--- src/rtl/mem_port_arbiter.sv ---
// Arbitrates one single-ported memory between instruction fetch (IF) and data (D) ports.
// Each access: grant edge -> MEM_LAT ACCESS cycles -> one RESP cycle carrying the valid pulse.
module mem_port_arbiter #(
  parameter int ADDR_W    = 64,
  parameter int DATA_W    = 64,
  parameter int MEM_LAT   = 2,
  parameter int DATA_PRIO = 1
) (
  input  logic              clk,
  input  logic              rst,
  input  logic              if_req,
  input  logic [ADDR_W-1:0] if_addr,
  output logic [31:0]       if_rdata,
  output logic              if_valid,
  output logic              if_stall,
  input  logic              d_req,
  input  logic              d_we,
  input  logic [ADDR_W-1:0] d_addr,
  input  logic [DATA_W-1:0] d_wdata,
  input  logic [3:0]        d_xfer_size,
  output logic [DATA_W-1:0] d_rdata,
  output logic              d_valid,
  output logic              d_stall,
  output logic              mem_en,
  output logic              mem_we,
  output logic [ADDR_W-1:0] mem_addr,
  output logic [DATA_W-1:0] mem_wdata,
  output logic [3:0]        mem_xfer_size,
  input  logic [DATA_W-1:0] mem_rdata
);

  localparam int              CNT_W      = (MEM_LAT > 1) ? $clog2(MEM_LAT) : 1;
  localparam logic [CNT_W-1:0] CNT_LAST  = CNT_W'(MEM_LAT - 1);
  localparam logic [3:0]      FETCH_SIZE = 4'b0100;

  typedef enum logic [1:0] {
    IDLE,
    ACCESS,
    RESP
  } state_t;

  state_t           state;
  logic [CNT_W-1:0] cnt;
  logic             grant_d;
  logic             last_d;
  logic             store;
  logic             pick_any;
  logic             pick_d;

  // In RESP the port just served is ignored so the other one gets the next slot.
  always_comb begin
    pick_any = 1'b0;
    pick_d   = 1'b0;
    case (state)
      IDLE: begin
        pick_any = if_req | d_req;
        pick_d   = d_req & (~if_req | (DATA_PRIO != 0) | ~last_d);
      end
      RESP: begin
        pick_any = grant_d ? if_req : d_req;
        pick_d   = ~grant_d;
      end
      default: begin
        pick_any = 1'b0;
        pick_d   = 1'b0;
      end
    endcase
  end

  assign if_stall = if_req & ~if_valid;
  assign d_stall  = d_req & ~d_valid;

  always_ff @(posedge clk or negedge rst) begin
    if (!rst) begin
      state         <= IDLE;
      cnt           <= '0;
      grant_d       <= 1'b0;
      last_d        <= 1'b1;
      store         <= 1'b0;
      if_rdata      <= '0;
      if_valid      <= 1'b0;
      d_rdata       <= '0;
      d_valid       <= 1'b0;
      mem_en        <= 1'b0;
      mem_we        <= 1'b0;
      mem_addr      <= '0;
      mem_wdata     <= '0;
      mem_xfer_size <= '0;
    end else begin
      if_valid <= 1'b0;
      d_valid  <= 1'b0;
      case (state)
        IDLE, RESP: begin
          if (pick_any) begin
            state         <= ACCESS;
            cnt           <= '0;
            grant_d       <= pick_d;
            last_d        <= pick_d;
            store         <= pick_d & d_we;
            mem_en        <= 1'b1;
            // With a single-cycle memory the first ACCESS cycle is also the write cycle.
            mem_we        <= pick_d & d_we & (CNT_LAST == '0);
            mem_addr      <= pick_d ? d_addr : if_addr;
            mem_wdata     <= pick_d ? d_wdata : '0;
            mem_xfer_size <= pick_d ? d_xfer_size : FETCH_SIZE;
          end else begin
            state <= IDLE;
          end
        end
        ACCESS: begin
          if (cnt == CNT_LAST) begin
            state  <= RESP;
            cnt    <= '0;
            mem_en <= 1'b0;
            mem_we <= 1'b0;
            if (grant_d) begin
              d_valid <= 1'b1;
              d_rdata <= store ? '0 : mem_rdata;
            end else begin
              if_valid <= 1'b1;
              if_rdata <= mem_rdata[31:0];
            end
          end else begin
            cnt    <= cnt + 1'b1;
            mem_we <= store & ((cnt + 1'b1) == CNT_LAST);
          end
        end
        default: state <= IDLE;
      endcase
    end
  end

endmodule

--- config.mk ---
export PLATFORM = sky130hd
export DESIGN_NAME = mem_port_arbiter
export DESIGN_NICKNAME = d
export VERILOG_FILES = /design/src/rtl/mem_port_arbiter.sv
export SDC_FILE = /design/constraint.sdc
export NUM_CORES = 1
export LEC_CHECK = 0
export CORE_AREA = 4 4 194 196
export DETAILED_ROUTE_END_ITERATION = 10
export DIE_AREA = 0 0 198 200
export MAX_ROUTING_LAYER = met4
export PLACE_DENSITY_LB_ADDON = 0.3
export SLEW_MARGIN = 20
export SYNTH_ARGS = -nofsm -noshare
export SYNTH_HDL_FRONTEND = slang
export SYNTH_SLANG_ARGS = --single-unit
--- constraint.sdc ---
create_clock -name clk -period 1.95 [get_ports clk]
set_clock_uncertainty 0.1 [all_clocks]
set_input_delay 0.195 -clock clk [delete_from_list [all_inputs] [get_ports clk]]
set_output_delay 0.195 -clock clk [all_outputs]
set_load 0.01 [all_outputs]
After elaboration in Yosys (flattened, before gate mapping) --
Index checks and enable logic that the tools add are counted.
Word-level totals: bits of input ports 265, memory bits (writable) 0, logic and storage cells 58, memories kept 0, output and inout port bits 234, bits in latches 0, bits in registers 237, bits in read-only memories 0
Cells by class: mux-type cells 24, reduce and logical (&&, ||, !) cells 8, eq/ne operators 4, multipliers 0, divide/modulo/power cells 0, add/subtract/negate cells 1, shift-type cells 0, bitwise operators 8, $lt $le $gt $ge 0
Operator list (count):
- 64-bit 2-to-1 mux | 3
- 1-bit 2-to-1 mux | 13
- 1-bit case mux with 2 select lines | 5
- 3-bit AND reduction | 3
- 1-bit AND | 4
- 4-bit 2-to-1 mux | 1
- 2-bit != test, second input constant | 2
- 2-bit case mux with 2 select lines | 1
- 2-bit AND reduction | 2
- 1-bit inverter | 3
- 2-bit by 1-bit == test with 1-bit output, second input constant | 1
- 2-bit == test, second input constant | 1
- 2-bit logical NOT | 1
- 2-bit 2-to-1 mux | 1
- 2-bit nonzero test | 1
- 2-bit OR reduction | 1
- 1-bit adder, second input constant | 1
- 1-bit bitwise OR | 1

Depth between registers and ports, before layout --
word-level depth 4, gate-level depth with buffers 7, depth with buffers taken out 4

Worst setup path after synthesis --
OpenSTA, ideal clock, no wires.
path type flip-flop to flip-flop, start point reg grant_d, end point reg grant_d, path slack 172 ps, library setup time 128 ps, cell stages (with the launch flop) 6, arrival 1551 ps, buffers on the path 2, required time 1722 ps, clock period less this slack 1778 ps, cell sequence dfrtp_1 > nand2b_1 > o221ai_4 > buf_4 > buf_6 > mux2_1
Between the ends: cells in the longest elaborated chain, start to end 3, elaborated cells on any way between the ends 5, those cells by class 3 x mux; 1 x bitwise; 1 x reduce/logical
RTL lines:
- start: declaration | line 44 | logic grant_d;
- start signal: assignment | line 97 | grant_d <= pick_d;
- 1-bit 2-to-1 mux | line 60 | pick_any = grant_d ? if_req : d_req;
- 1-bit case mux with 2 select lines | line 54 | case (state)
- 2-bit AND reduction (no line)
Several ways; a longest one is shown, not always the timed one. A chain may end at the register's enable or synchronous reset.

Worst setup path in the final report --
start point reg d_valid, end point out d_stall
Between the ends: cells in the longest elaborated chain, start to end 2
RTL lines:
- start: declaration | line 22 | output logic d_valid,
- start signal: assignment | line 83 | d_valid <= 1'b0;
- start signal: assignment | line 91 | d_valid <= 1'b0;
- start signal: assignment | line 117 | d_valid <= 1'b1;
- 1-bit inverter | line 71 | assign d_stall = d_req & ~d_valid;
- 1-bit AND | line 71
- end: declaration | line 23 | output logic d_stall,
Every way passes these cells.

==> results.json <==
{
  "route.detailed.wl_per_inst_um": 17.5,
  "seq_area_frac_synth_pct": 60.2,
  "placed_cell_area_mm2": 0.0158,
  "synth_warnings": 0,
  "post-dp-hpwl_um": 26100,
  "post_synth_num_cell_types": 24,
  "cts.reportedPaths.clkPinSlew_ns": 0.06,
  "worst-path-buf-inv": 1,
  "finalPower_w": 0.0270,
  "synth_top_area_cell": "dfrtp_1",
  "syn_area_per_cell_um2": 10.4,
  "numCtsBuffers": 28,
  "clock_sinks": 237,
  "fin_area_mm2": 0.0167,
  "drive_gt1_share_pct": 8.96,
  "worst_pin_slew_ns": 0.623,
  "start_kind": "flop",
  "drt_wl_total_um": 34300,
  "gp_congestion": 0.862,
  "r2r_start": "state[1]$_DFFE_PN0N_",
  "synth_top_area_share_pct": 60.2,
  "start_util_pct": 27.3,
  "fin_nets": 1730,
  "dieWidth_um": 198,
  "io_pins": 499,
  "min_period_ns": 1.85,
  "cp.required_ns": 1.65,
  "die_height_um": 200,
  "maxCapViolations": 0,
  "htreeDepth": 1,
  "synth_area_leaders": "dfrtp_1, nand2_1, mux2i_1, o21ai_0, o21ai_1",
  "hold_path_depth": 3,
  "cp_top_family": "buffers and inverters",
  "peakVddDrop_mv": 0.906,
  "clkPwrFrac_pct": 18.8,
  "finalHoldViolations": 0,
  "path_class": "reg2out",
  "whs_ns": 0.0904,
  "grt-ovfl-total": 0,
  "p_per_area_mw_per_mm2": 1620,
  "tritoncts": "yes",
  "clk_latency_ns": 0.54,
  "grt_pass1_wl_um": 50900,
  "power.switching_w": 0.00939,
  "slowest_delay_ns": 0.54,
  "dpl_worst_slack_ns": -0.0915,
  "internal_power_w": 0.0176,
  "dr_total_vias": 8472,
  "synth_area_mm2": 0.00986,
  "hold_end": "mem_wdata[40]$_DFFE_PN0P_",
  "dieArea_mm2": 0.0396,
  "synth_seq_cells": 237,
  "rsz0062_at_grt": "no",
  "rr_worst_depth": 6,
  "slew_violations": 0,
  "syn_nets": 1217,
  "drc": 0,
  "slew_headroom_pct": 58.5,
  "comb_power_share_pct": 49.0,
  "grt_start_max_net_pins": 84,
  "first_iter_violations": 302,
  "multi_input_area_mm2": 0.00357,
  "fmax_ghz": 0.539,
  "drtAntennaViolNets": 0,
  "dr.pass1.iters": 4,
  "setup_viol": 0,
  "num_rows": 70,
  "cp_max_fo": 2,
  "cts.path.max_buffers": 3,
  "crit_arrival_ns": 1.56,
  "fill_cells": 3431,
  "grt_pass1_vias": 8770,
  "setup_ws_ns": 0.0961,
  "antenna_found_initial": 1,
  "crit_slowest_cell": "clkdlybuf4s50_1",
  "portBuffers": 498,
  "coreArea_mm2": 0.0361,
  "crit_path_end_kind": "output port",
  "r2r_slack_ns": 0.21,
  "crit_chain": "nor2b_1 -> clkdlybuf4s50_1",
  "p_leak_nw": 7.24,
  "hp-class": "in2reg",
  "seq_area_mm2": 0.00593,
  "clock-root-buffer": "clkbuf_16",
  "fin_crit_sh_pct": 95.1,
  "track_usage_pct": 16.7,
  "timing.rr.end": "mem_addr[34]$_DFFE_PN0P_",
  "fin_util_pct": 46.2,
  "synthCells": 952,
  "syn2layout_area_growth_pct": 69.1,
  "p_sw_share_pct": 34.7,
  "share_seq_of_total_power_pct": 32.3,
  "status": "completed",
  "hp-start": "d_wdata[40]",
  "vias_per_cell": 4.34
}
worst max-delay path by stage:
| stage | from | endpoint | cells past startpoint |
|---|---|---|---|
| finish | d_valid$_DFF_PN0_ | d_stall | 2 |
| global placement | d_req | mem_addr[34]$_DFFE_PN0P_ | 7 |
| global route | d_valid$_DFF_PN0_ | d_stall | 2 |
| detailed placement | d_req | mem_addr[34]$_DFFE_PN0P_ | 7 |
| CTS | d_valid$_DFF_PN0_ | d_stall | 2 |
| floorplan | grant_d$_DFFE_PN0P_ | grant_d$_DFFE_PN0P_ | 5 |
worst min-delay path, stage by stage:
cell,delay (ns)
clkdlybuf4s50_1,0.39
nand2_1,0.05
o21ai_1,0.05
registers in the layout (all words and copies together) (netlist names):
name and flops:
d_rdata 64, mem_addr 64, mem_wdata 64, if_rdata 32, mem_xfer_size 4, state 2
cnt 1, d_valid 1, grant_d 1, if_valid 1, mem_en 1, mem_we 1
store 1
routing by layer:
layer  global-route usage [%]  routed length [um]  vias up
li1                         -                   -     4168
met1                     20.5               13800     3938
met2                     27.8               16900      296
met3                     3.66                2390       70
met4                     5.18                1230        0
met5                        -                   0        -
through the flow:
stage | std cells | TNS (ns)
2_1_floorplan | 952 | 0
3_3_place_gp | 1902 | -0.0515
3_5_place_dp | 1902 | -0.941
4_1_cts | 1953 | 0
5_1_grt | 1954 | 0
6_report | 1954 | 0
logic make-up after synthesis:
family / synth area share, %
and+or+nand+nor: 15.0
buffers and inverters: 3.92
DFF: 60.2
AOI/OAI and AO/OA: 10.6
muxes: 10.3
synthesized netlist by cell type:
library cell	count
a21boi_2	1
a21oi_1	1
a21oi_2	1
and2_1	1
buf_2	12
buf_4	7
buf_6	10
clkbuf_1	37
clkbuf_4	1
dfrtp_1	237
inv_1	4
mux2_1	1
mux2_2	32
mux2i_1	64
nand2_1	267
nand2b_1	67
nand3_1	3
nand3b_1	1
nor2_2	1
nor2b_1	3
nor3_1	1
o21ai_0	112
o21ai_1	87
o221ai_4	1
timing repair:
| item | 4_1_cts | 5_1_grt |
|---|---|---|
| hold buffers | 1 | 0 |
| buffers inserted | 0 | 0 |
| hold endpoints to repair | 204 | 0 |
| resized for setup | 1 | 0 |
| setup endpoints to repair | 1 | 0 |
cell usage in the layout (no fill, tap or decap), drive strengths merged, types with 3 or more instances in the layout:
master / count
clkdlybuf4s50: 496
nand2: 267
dfrtp: 237
o21ai: 199
nand2b: 67
mux2i: 64
buf: 52
clkbuf: 40
mux2: 33
clkinv: 8
inv: 4
nor2b: 3
nand3: 3
power groups by stage:
stage               sequential, W  combinational (W)  clock, W
floorplan                 0.00980            0.00463         0
global placement          0.00870             0.0133         0
detailed placement        0.00881             0.0135         0
CTS                       0.00876             0.0135   0.00525
global route              0.00906             0.0144   0.00545
finish                    0.00873             0.0132   0.00507
cell type report:
cell class                 count  area share (%)
multi-input combinational    644            21.4
inverter                       4          0.0901
tap                          468            3.51
clock inverter                10           0.488
timing repair buffer         550            34.1
sequential                   237            35.6
antenna                        1          0.0150
clock buffer                  40            4.84
Power figures use the tool's default switching activity.
